==> src/rtl/rc_osc_monitor.sv <==
// Enable sequencer and frequency checker for the 16 MHz RC oscillator macro.
// Counts synchronized oscillator edges over a fixed reference window and qualifies osc_ok.
//
// state   | meaning
// S_OFF   | oscillator disabled, counters held clear
// S_STARTUP | oscillator enabled, waiting for first edges or timeout
// S_MEASURE | first qualification window in progress
// S_RUN   | frequency verified, measuring back-to-back windows
// S_FAULT | oscillator disabled, fault_code latched until clear_fault
module rc_osc_monitor #(
  parameter int CNT_W           = 16,
  parameter int WIN_CYCLES      = 1024,
  parameter int STARTUP_EDGES   = 4,
  parameter int STARTUP_TIMEOUT = 1024,
  parameter int MIN_CNT         = 295,
  parameter int MAX_CNT         = 360
) (
  input  logic             wb_clk_i,
  input  logic             wb_rst_i,
  input  logic             en,
  input  logic             clear_fault,
  input  logic             osc_dout,
  output logic             osc_ena,
  output logic             osc_ok,
  output logic             fault,
  output logic [1:0]       fault_code,
  output logic [CNT_W-1:0] last_count,
  output logic             count_valid
);

  localparam int TMO_W = $clog2(STARTUP_TIMEOUT);
  localparam int WIN_W = $clog2(WIN_CYCLES);
  localparam int SE_W  = $clog2(STARTUP_EDGES + 1);

  localparam logic [TMO_W-1:0] TMO_LAST = TMO_W'(STARTUP_TIMEOUT - 1);
  localparam logic [WIN_W-1:0] WIN_LAST = WIN_W'(WIN_CYCLES - 1);
  localparam logic [SE_W-1:0]  SE_LAST  = SE_W'(STARTUP_EDGES - 1);
  localparam logic [CNT_W-1:0] CNT_MIN  = CNT_W'(MIN_CNT);
  localparam logic [CNT_W-1:0] CNT_MAX  = CNT_W'(MAX_CNT);

  typedef enum logic [2:0] {S_OFF, S_STARTUP, S_MEASURE, S_RUN, S_FAULT} state_t;

  state_t           state, state_nx;
  logic [2:0]       sync_q;
  logic             edge_p;
  logic [TMO_W-1:0] tmo_cnt, tmo_nx;
  logic [SE_W-1:0]  se_cnt, se_nx;
  logic [WIN_W-1:0] win_cnt, win_nx;
  logic [CNT_W-1:0] edge_cnt, edge_nx, edge_sum, lc_nx;
  logic [1:0]       code_nx;
  logic             cv_nx;

  // Two synchronizer flops, a history flop and a registered edge pulse: 3-cycle latency
  always_ff @(posedge wb_clk_i or posedge wb_rst_i) begin
    if (wb_rst_i) begin
      sync_q <= '0;
      edge_p <= 1'b0;
    end else begin
      sync_q <= {sync_q[1:0], osc_dout};
      edge_p <= sync_q[1] & ~sync_q[2];
    end
  end

  always_ff @(posedge wb_clk_i or posedge wb_rst_i) begin
    if (wb_rst_i) begin
      state       <= S_OFF;
      tmo_cnt     <= '0;
      se_cnt      <= '0;
      win_cnt     <= '0;
      edge_cnt    <= '0;
      fault_code  <= 2'b00;
      last_count  <= '0;
      count_valid <= 1'b0;
      osc_ena     <= 1'b0;
      osc_ok      <= 1'b0;
      fault       <= 1'b0;
    end else begin
      state       <= state_nx;
      tmo_cnt     <= tmo_nx;
      se_cnt      <= se_nx;
      win_cnt     <= win_nx;
      edge_cnt    <= edge_nx;
      fault_code  <= code_nx;
      last_count  <= lc_nx;
      count_valid <= cv_nx;
      osc_ena     <= (state_nx == S_STARTUP) || (state_nx == S_MEASURE) || (state_nx == S_RUN);
      osc_ok      <= (state_nx == S_RUN);
      fault       <= (state_nx == S_FAULT);
    end
  end

  // Saturating sum includes an edge landing in the final window cycle
  assign edge_sum = (edge_cnt == '1) ? edge_cnt : edge_cnt + CNT_W'(edge_p);

  always_comb begin
    state_nx = state;
    tmo_nx   = tmo_cnt;
    se_nx    = se_cnt;
    win_nx   = win_cnt;
    edge_nx  = edge_cnt;
    code_nx  = fault_code;
    lc_nx    = last_count;
    cv_nx    = 1'b0;
    case (state)
      S_OFF: begin
        tmo_nx  = '0;
        se_nx   = '0;
        win_nx  = '0;
        edge_nx = '0;
        if (en) state_nx = S_STARTUP;
      end
      S_STARTUP: begin
        if (!en) begin
          state_nx = S_OFF;
        end else begin
          tmo_nx = tmo_cnt + 1'b1;
          if (edge_p) se_nx = se_cnt + 1'b1;
          if (edge_p && (se_cnt == SE_LAST)) begin
            state_nx = S_MEASURE;
            tmo_nx   = '0;
            se_nx    = '0;
            win_nx   = '0;
            edge_nx  = '0;
          end else if (tmo_cnt == TMO_LAST) begin
            state_nx = S_FAULT;
            code_nx  = 2'b01;
          end
        end
      end
      S_MEASURE, S_RUN: begin
        if (!en) begin
          state_nx = S_OFF;
        end else begin
          edge_nx = edge_sum;
          win_nx  = win_cnt + 1'b1;
          if (win_cnt == WIN_LAST) begin
            win_nx  = '0;
            edge_nx = '0;
            lc_nx   = edge_sum;
            cv_nx   = 1'b1;
            if (edge_sum < CNT_MIN) begin
              state_nx = S_FAULT;
              code_nx  = 2'b10;
            end else if (edge_sum > CNT_MAX) begin
              state_nx = S_FAULT;
              code_nx  = 2'b11;
            end else begin
              state_nx = S_RUN;
            end
          end
        end
      end
      S_FAULT: begin
        tmo_nx  = '0;
        se_nx   = '0;
        win_nx  = '0;
        edge_nx = '0;
        if (clear_fault) begin
          code_nx  = 2'b00;
          state_nx = en ? S_STARTUP : S_OFF;
        end
      end
      default: state_nx = S_OFF;
    endcase
  end

endmodule
==> config.mk <==
export PLATFORM = sky130hd
export DESIGN_NAME = rc_osc_monitor
export DESIGN_NICKNAME = d
export VERILOG_FILES = /design/src/rtl/rc_osc_monitor.sv
export SDC_FILE = /design/constraint.sdc
export NUM_CORES = 1
export LEC_CHECK = 0
export ABC_AREA = 1
export ABC_CLOCK_PERIOD_IN_PS = 4550
export CELL_PAD_IN_SITES_DETAIL_PLACEMENT = 0
export CELL_PAD_IN_SITES_GLOBAL_PLACEMENT = 1
export CORE_AREA = 8 8 98 100
export DETAILED_ROUTE_END_ITERATION = 7
export DIE_AREA = 0 0 106 108
export HOLD_SLACK_MARGIN = 0.03
export MAX_ROUTING_LAYER = met4
export PLACE_DENSITY_LB_ADDON = 0.1
export SLEW_MARGIN = 10
export SYNTH_ARGS = -nofsm -noshare
export SYNTH_HDL_FRONTEND = slang
export SYNTH_SLANG_ARGS = --single-unit
==> constraint.sdc <==
create_clock -name wb_clk_i -period 4.55 [get_ports wb_clk_i]
set_input_delay 0.455 -clock wb_clk_i [delete_from_list [all_inputs] [get_ports wb_clk_i]]
set_output_delay 0.455 -clock wb_clk_i [all_outputs]
set_load 0.05 [all_outputs]
; ---- Word level (Yosys, flattened, before mapping)
; Cells that the tools add are included.
; Widths: inputs -> output; s select.
[totals]
ff_bits = 68
input_bits = 5
out_inout_bits = 22
elab_cells = 97
[classes]
addsub = 4
n_lt_le_gt_ge = 2
eq_ne = 21
n_mux = 41
bitwise = 2
reduce_logical = 14
[op_table]
columns = cell, count
row1 = $mux 16, 5
row2 = $mux 10, 6
row3 = $pmux 16 s3, 1
row4 = $mux 3, 12
row5 = $pmux 10 s3, 1
row6 = $add 10x1->10 const B, 2
row7 = $eq 10x10->1 const B, 2
row8 = $pmux 10 s2, 1
row9 = $add 16x1->16, 1
row10 = $eq 16x16->1 const B, 1
row11 = $gt 16x9->1 const B, 1
row12 = $lt 16x9->1 const B, 1
row13 = $mux 2, 8
row14 = $eq 3x2->1 const B, 5
row15 = $ne 2x2->1 const B, 7
row16 = $pmux 3 s4, 1
row17 = $reduce_and 8->1, 1
row18 = $eq 3x1->1 const B, 2
row19 = $eq 3x3->1 const B, 2
row20 = $ne 3x3->1 const B, 2
row21 = $pmux 2 s3, 1
row22 = $pmux 3 s2, 1
row23 = $reduce_and 3->1, 2
row24 = $reduce_bool 3->1, 2
row25 = other kinds (11), 16

; ---- Longest topological paths before layout
[logic_depth]
word_depth = 11
mapped_depth = 17
depth_no_buf = 17

; ---- Worst setup path after synthesis
; OpenSTA, ideal clock, no wires.
[synth_timing]
path_kind = reg-to-reg
from = reg edge_p
to = reg fault
setup_ps = 122
t_arrival_ps = 1880
t_required_ps = 4428
setup_slack_ps = 2548
path_stages_with_launch = 17
n_path_buf = 0
period_less_slack_ps = 2002
cell_sequence = dfrtp_1 > ha_1 > nand2_1 > nor2_4 > nand2_1 > nor2_1 > nor2_1 > nor2_1 > nand3_1 > nor2_1 > nand2_1 > nor2_4 > nand2_2 > nand2_2 > nand2_1 > nand2_1 > nand2_1
[synth_between]
elab_chain_cells = 9
elab_cells_between_ends = 13
cone_classes = add/sub (1) / order compare (2) / eq/ne (1) / mux (8) / reduce/logical (1)
[synth_rtl]
columns = element, line_no
row1 = start: declaration, 45  ; logic edge_p;
row2 = start signal: assignment, 60  ; edge_p <= sync_q[1] & ~sync_q[2];
row3 = $add 16x1->16, 93  ; assign edge_sum = (edge_cnt == '1) ? edge_cnt : edge_cnt + CNT_W'(edge_p);
row4 = $mux 16, 93
row5 = $gt 16x9->1, 144  ; end else if (edge_sum > CNT_MAX) begin
row6 = $mux 3, 144
row7 = $mux 3, 141  ; if (edge_sum < CNT_MIN) begin
row8 = $mux 3, 136  ; if (win_cnt == WIN_LAST) begin
row9 = $mux 3, 131  ; if (!en) begin
row10 = $pmux 3 s4 *, 104  ; case (state)
row11 = $eq 3x3->1 *, 88  ; fault <= (state_nx == S_FAULT);
row12 = end signal: assignment, 88
row13 = end: declaration, 25  ; output logic fault,
; Every way passes the cells marked *; elsewhere a longest branch is shown, timed or not.
; A chain may end at the register's enable or synchronous reset.

; ---- Final worst setup path
[layout_timing]
from = reg edge_p
to = reg state[2]
[layout_between]
elab_chain_cells = 8
elab_cells_between_ends = 12
cone_classes = add/sub (1) / order compare (2) / mux (8) / reduce/logical (1)
[layout_rtl]
columns = element, line_no
row1 = $add 16x1->16, 93
row2 = $mux 16, 93
row3 = $gt 16x9->1, 144
row4 = $mux 3, 144
row5 = $mux 3, 141
row6 = $mux 3, 136
row7 = $mux 3, 131
row8 = $pmux 3 s4 *, 104
row9 = via state_nx[2], 43  ; state_t state, state_nx;
row10 = end signal: assignment, 78  ; state <= state_nx;
row11 = end: declaration, 43
; The timed path passes the listed nets; every way through them passes the cells marked *.

==> run_results.csv <==
group,metric,value,unit
route,avgViaCountPerCell,5.042,
worst_setup_path,path_max_fanout,8,
clocking,root_buffer,"clkbuf_8",
synthesis,yosys-top-cells-area,"dfrtp_1 (46%), nand2_1 (13%), inv_1 (7.7%), nor2_1 (6.0%), o21ai_0 (5.1%)",
placed_design,placed_cells,620,
clocking,cts_hold_buf,0,
timing,rsz0062_at_grt,"false",
synthesis,synth_top_area_share,46.01,%
clocking,cts_buffers,9,
power_and_ir_drop,p_leak,0.002005,uW
clocking,clock_latency,340,ps
clocking,cts_setup_buffers,0,
power_and_ir_drop,vdd_drop_max,0.1542,mV
synthesis,ys_seq_area_share,46.01,%
placed_design,place_hpwl,6470,um
worst_setup_path,critical_path_class,"flip-flop to flip-flop",
worst_setup_path,start_kind,"flip-flop",
finish,drive_gt1_share,6.780,%
timing,maxSlewViolCount,0,
clocking,clock_sinks,68,
global_route,grt_max_degree,41,
placed_design,numPortBuffers,26,
power_and_ir_drop,powerDensity,306.7,nW/um^2
floorplanning,ios,27,
worst_setup_path,critPathCaptureType,"flip-flop",
worst_hold_path,hp-class,"flip-flop to flip-flop",
route,drc,0,
global_route,antenna_found_initial,0,
route,wire_per_inst,13.74,um
timing,fin_skew,12.88,ps
synthesis,synthCells,496,
floorplanning,start_util,45.94,%
route,routed_wl,8737,um
timing,finalCriticalPeriod,2513,ps
floorplanning,die_area,11450,um^2
synthesis,avgSynthCellArea,7.457,um^2
timing,setup_tns,0,ps
timing,hold_violations,0,
synthesis,synth_cell_types,40,
route,ant_nets,0,
timing,relSlewSlack,32.58,%
route,first_iter_violations,128,
timing,final-setup-viol-count,0,
timing,fin_crit_sh,55.23,%
global_route,grt_pass1_wl,15350,um
worst_setup_path,required,4770,ps
worst_setup_path,crit_arrival,2730,ps
finish,syn2layout_area_growth,15.70,%
synthesis,yosysTopAreaCell,"dfrtp_1",
synthesis,yosysWarnings,0,
clocking,post_cts_resize_count,0,
finish,antenna_cells,0,
floorplanning,rows,33,
clocking,clockBufferDepth,2,
run_status,status,"complete, no violations",
synthesis,syn_area,3699,um^2
synthesis,synth_seq_cells,68,
timing,tightest_slew,1009,ps
clocking,clk_pin_slew,80,ps
floorplanning,die_h,108,um
global_route,grt_overflow,0,
floorplanning,die_w,106,um
clocking,htreeDepth,3,
worst_setup_path,r2r_setup_slack,2040,ps
global_route,gr-usage-all-layers,17.03,%
job,cap_violations,0,
timing,max_freq,398.0,MHz
placed_design,gp_congestion,0.8401,
floorplanning,core-area,8051,um^2
finish,stdcell_count,636,
route,dr.pass1.iters,4,
global_route,grt_pass1_vias,3263,
clocking,cts_tree,"built",
finish,nets,536,
synthesis,synth_fp_nets,506,
route,vias,3207,
-- worst max-delay path, cell delays in order, from the launching register on --
cell and delay, ps:
dfrtp_1 450, ha_1 250, nand2_1 160, nor2_4 210
nand2_1 150, nor2_1 130, nor2_1 50, nor2_1 170
nand3_1 110, nor2_1 110, nand2_1 110, nor2_4 130
nand2_2 70, nand2_2 100, nand2_1 60, nand2_1 90
nand2_1 60
-- cells in the final DEF (no fill, tap or decap), drive strengths merged, types with 2 or more instances in the layout --
cell	count
nand3	30
clkbuf	10
nand4	7
or2	2
xor2	3
clkdlybuf4s50	26
nand2	135
o21ai	39
nor2	64
clkinv	3
clkinvlp	2
bufinv	2
ha	5
dfrtp	68
nor3	13
o22ai	15
inv	77
a32o	2
a21oi	13
buf	2
-- flip-flops by register name (all words and copies together), names as in the netlist --
signal / count
count_valid: 1
edge_cnt: 16
edge_p: 1
fault: 1
fault_code: 2
last_count: 16
osc_ena: 1
osc_ok: 1
se_cnt: 3
state: 3
sync_q: 3
tmo_cnt: 10
win_cnt: 10
-- cell families (layout without fill, tap and decap cells) --
| logic type | after synthesis | after routing | synth area share, % |
|---|---|---|---|
| AND/OR/NAND/NOR | 254 | 254 | 30.04 |
| buffers and inverters | 87 | 122 | 9.066 |
| AO/OA/AOI/OAI | 78 | 78 | 12.25 |
| flip-flops | 68 | 68 | 46.01 |
| adder cells (fa/ha/maj) | 5 | 5 | 1.691 |
| XOR/XNOR | 4 | 4 | 0.9474 |
-- power by group --
part,total (uW),internal (uW),switching [uW]
sequential,634,620,13.5
clock,547,309,239
combinational,131,36.0,95.3
-- final cells by class --
type,instances,area (um^2)
Clock buffer,10,127.6
Clock inverter,6,88.84
Sequential cell,68,1702
Inverter,78,292.8
Fill cell,805,3772
Multi-Input combinational cell,341,1662
Tap cell,105,131.4
Timing Repair Buffer,28,275.3
-- metal layers --
layer | wire [um] | GRT usage (%)
met5 | 0 | -
met1 | 4086 | 20.48
met3 | 252 | 2.617
met2 | 4322 | 27.88
met4 | 76 | 7.538
-- path summary, 6_finish.rpt --
kind                       startpoint        endpoint  cells past startpoint
max                            edge_p        state[2]                     16
min                         sync_q[0]       sync_q[1]                      0
max reg2reg                    edge_p        state[2]                     16
min reg2reg                 sync_q[0]       sync_q[1]                      0
max in group asynchronous    wb_rst_i      win_cnt[0]                      3
min in group asynchronous    wb_rst_i  last_count[13]                      2
-- synthesized netlist by cell type --
master and n:
or2_2 2, o21ai_0 38, a21boi_2 1, nand2_1 129, nand3_2 2, nor2_2 1
a311oi_1 1, nor2_1 59, nor2_8 1, inv_2 1, buf_6 1, nand3b_1 1
ha_1 5, clkbuf_1 7, xnor2_1 1, nand4_1 7, nand2_2 5, o21a_1 1
nand3_1 28, a31oi_1 1, a211oi_1 1, o2111ai_1 1, inv_1 76, a221oi_1 1
xor2_1 3, o311ai_0 1, a21oi_2 1, nand2_4 1, clkinv_1 1, o31ai_1 1
a32o_1 2, nor2_4 3, dfrtp_1 68, buf_2 1, nor3_1 13, nor3b_1 1
and2_1 1, o21ai_1 1, o22ai_1 15, a21oi_1 12
-- metrics by stage --
stage	hold WS (ps)	utilization (%)	instance area [um^2]	setup slack [ps]	power, uW
floorplan	331.2	-	3699	2383	734.3
detailed placement	346.3	50.46	4063	1725	778.3
CTS	365.7	53.15	4279	2056	1333
global placement	342.5	50.46	4063	1840	776.1
global route	366.4	53.15	4279	1699	1373
finish	362.4	53.15	4279	2037	1312
Note: power is estimated with default switching activity, not from simulation.
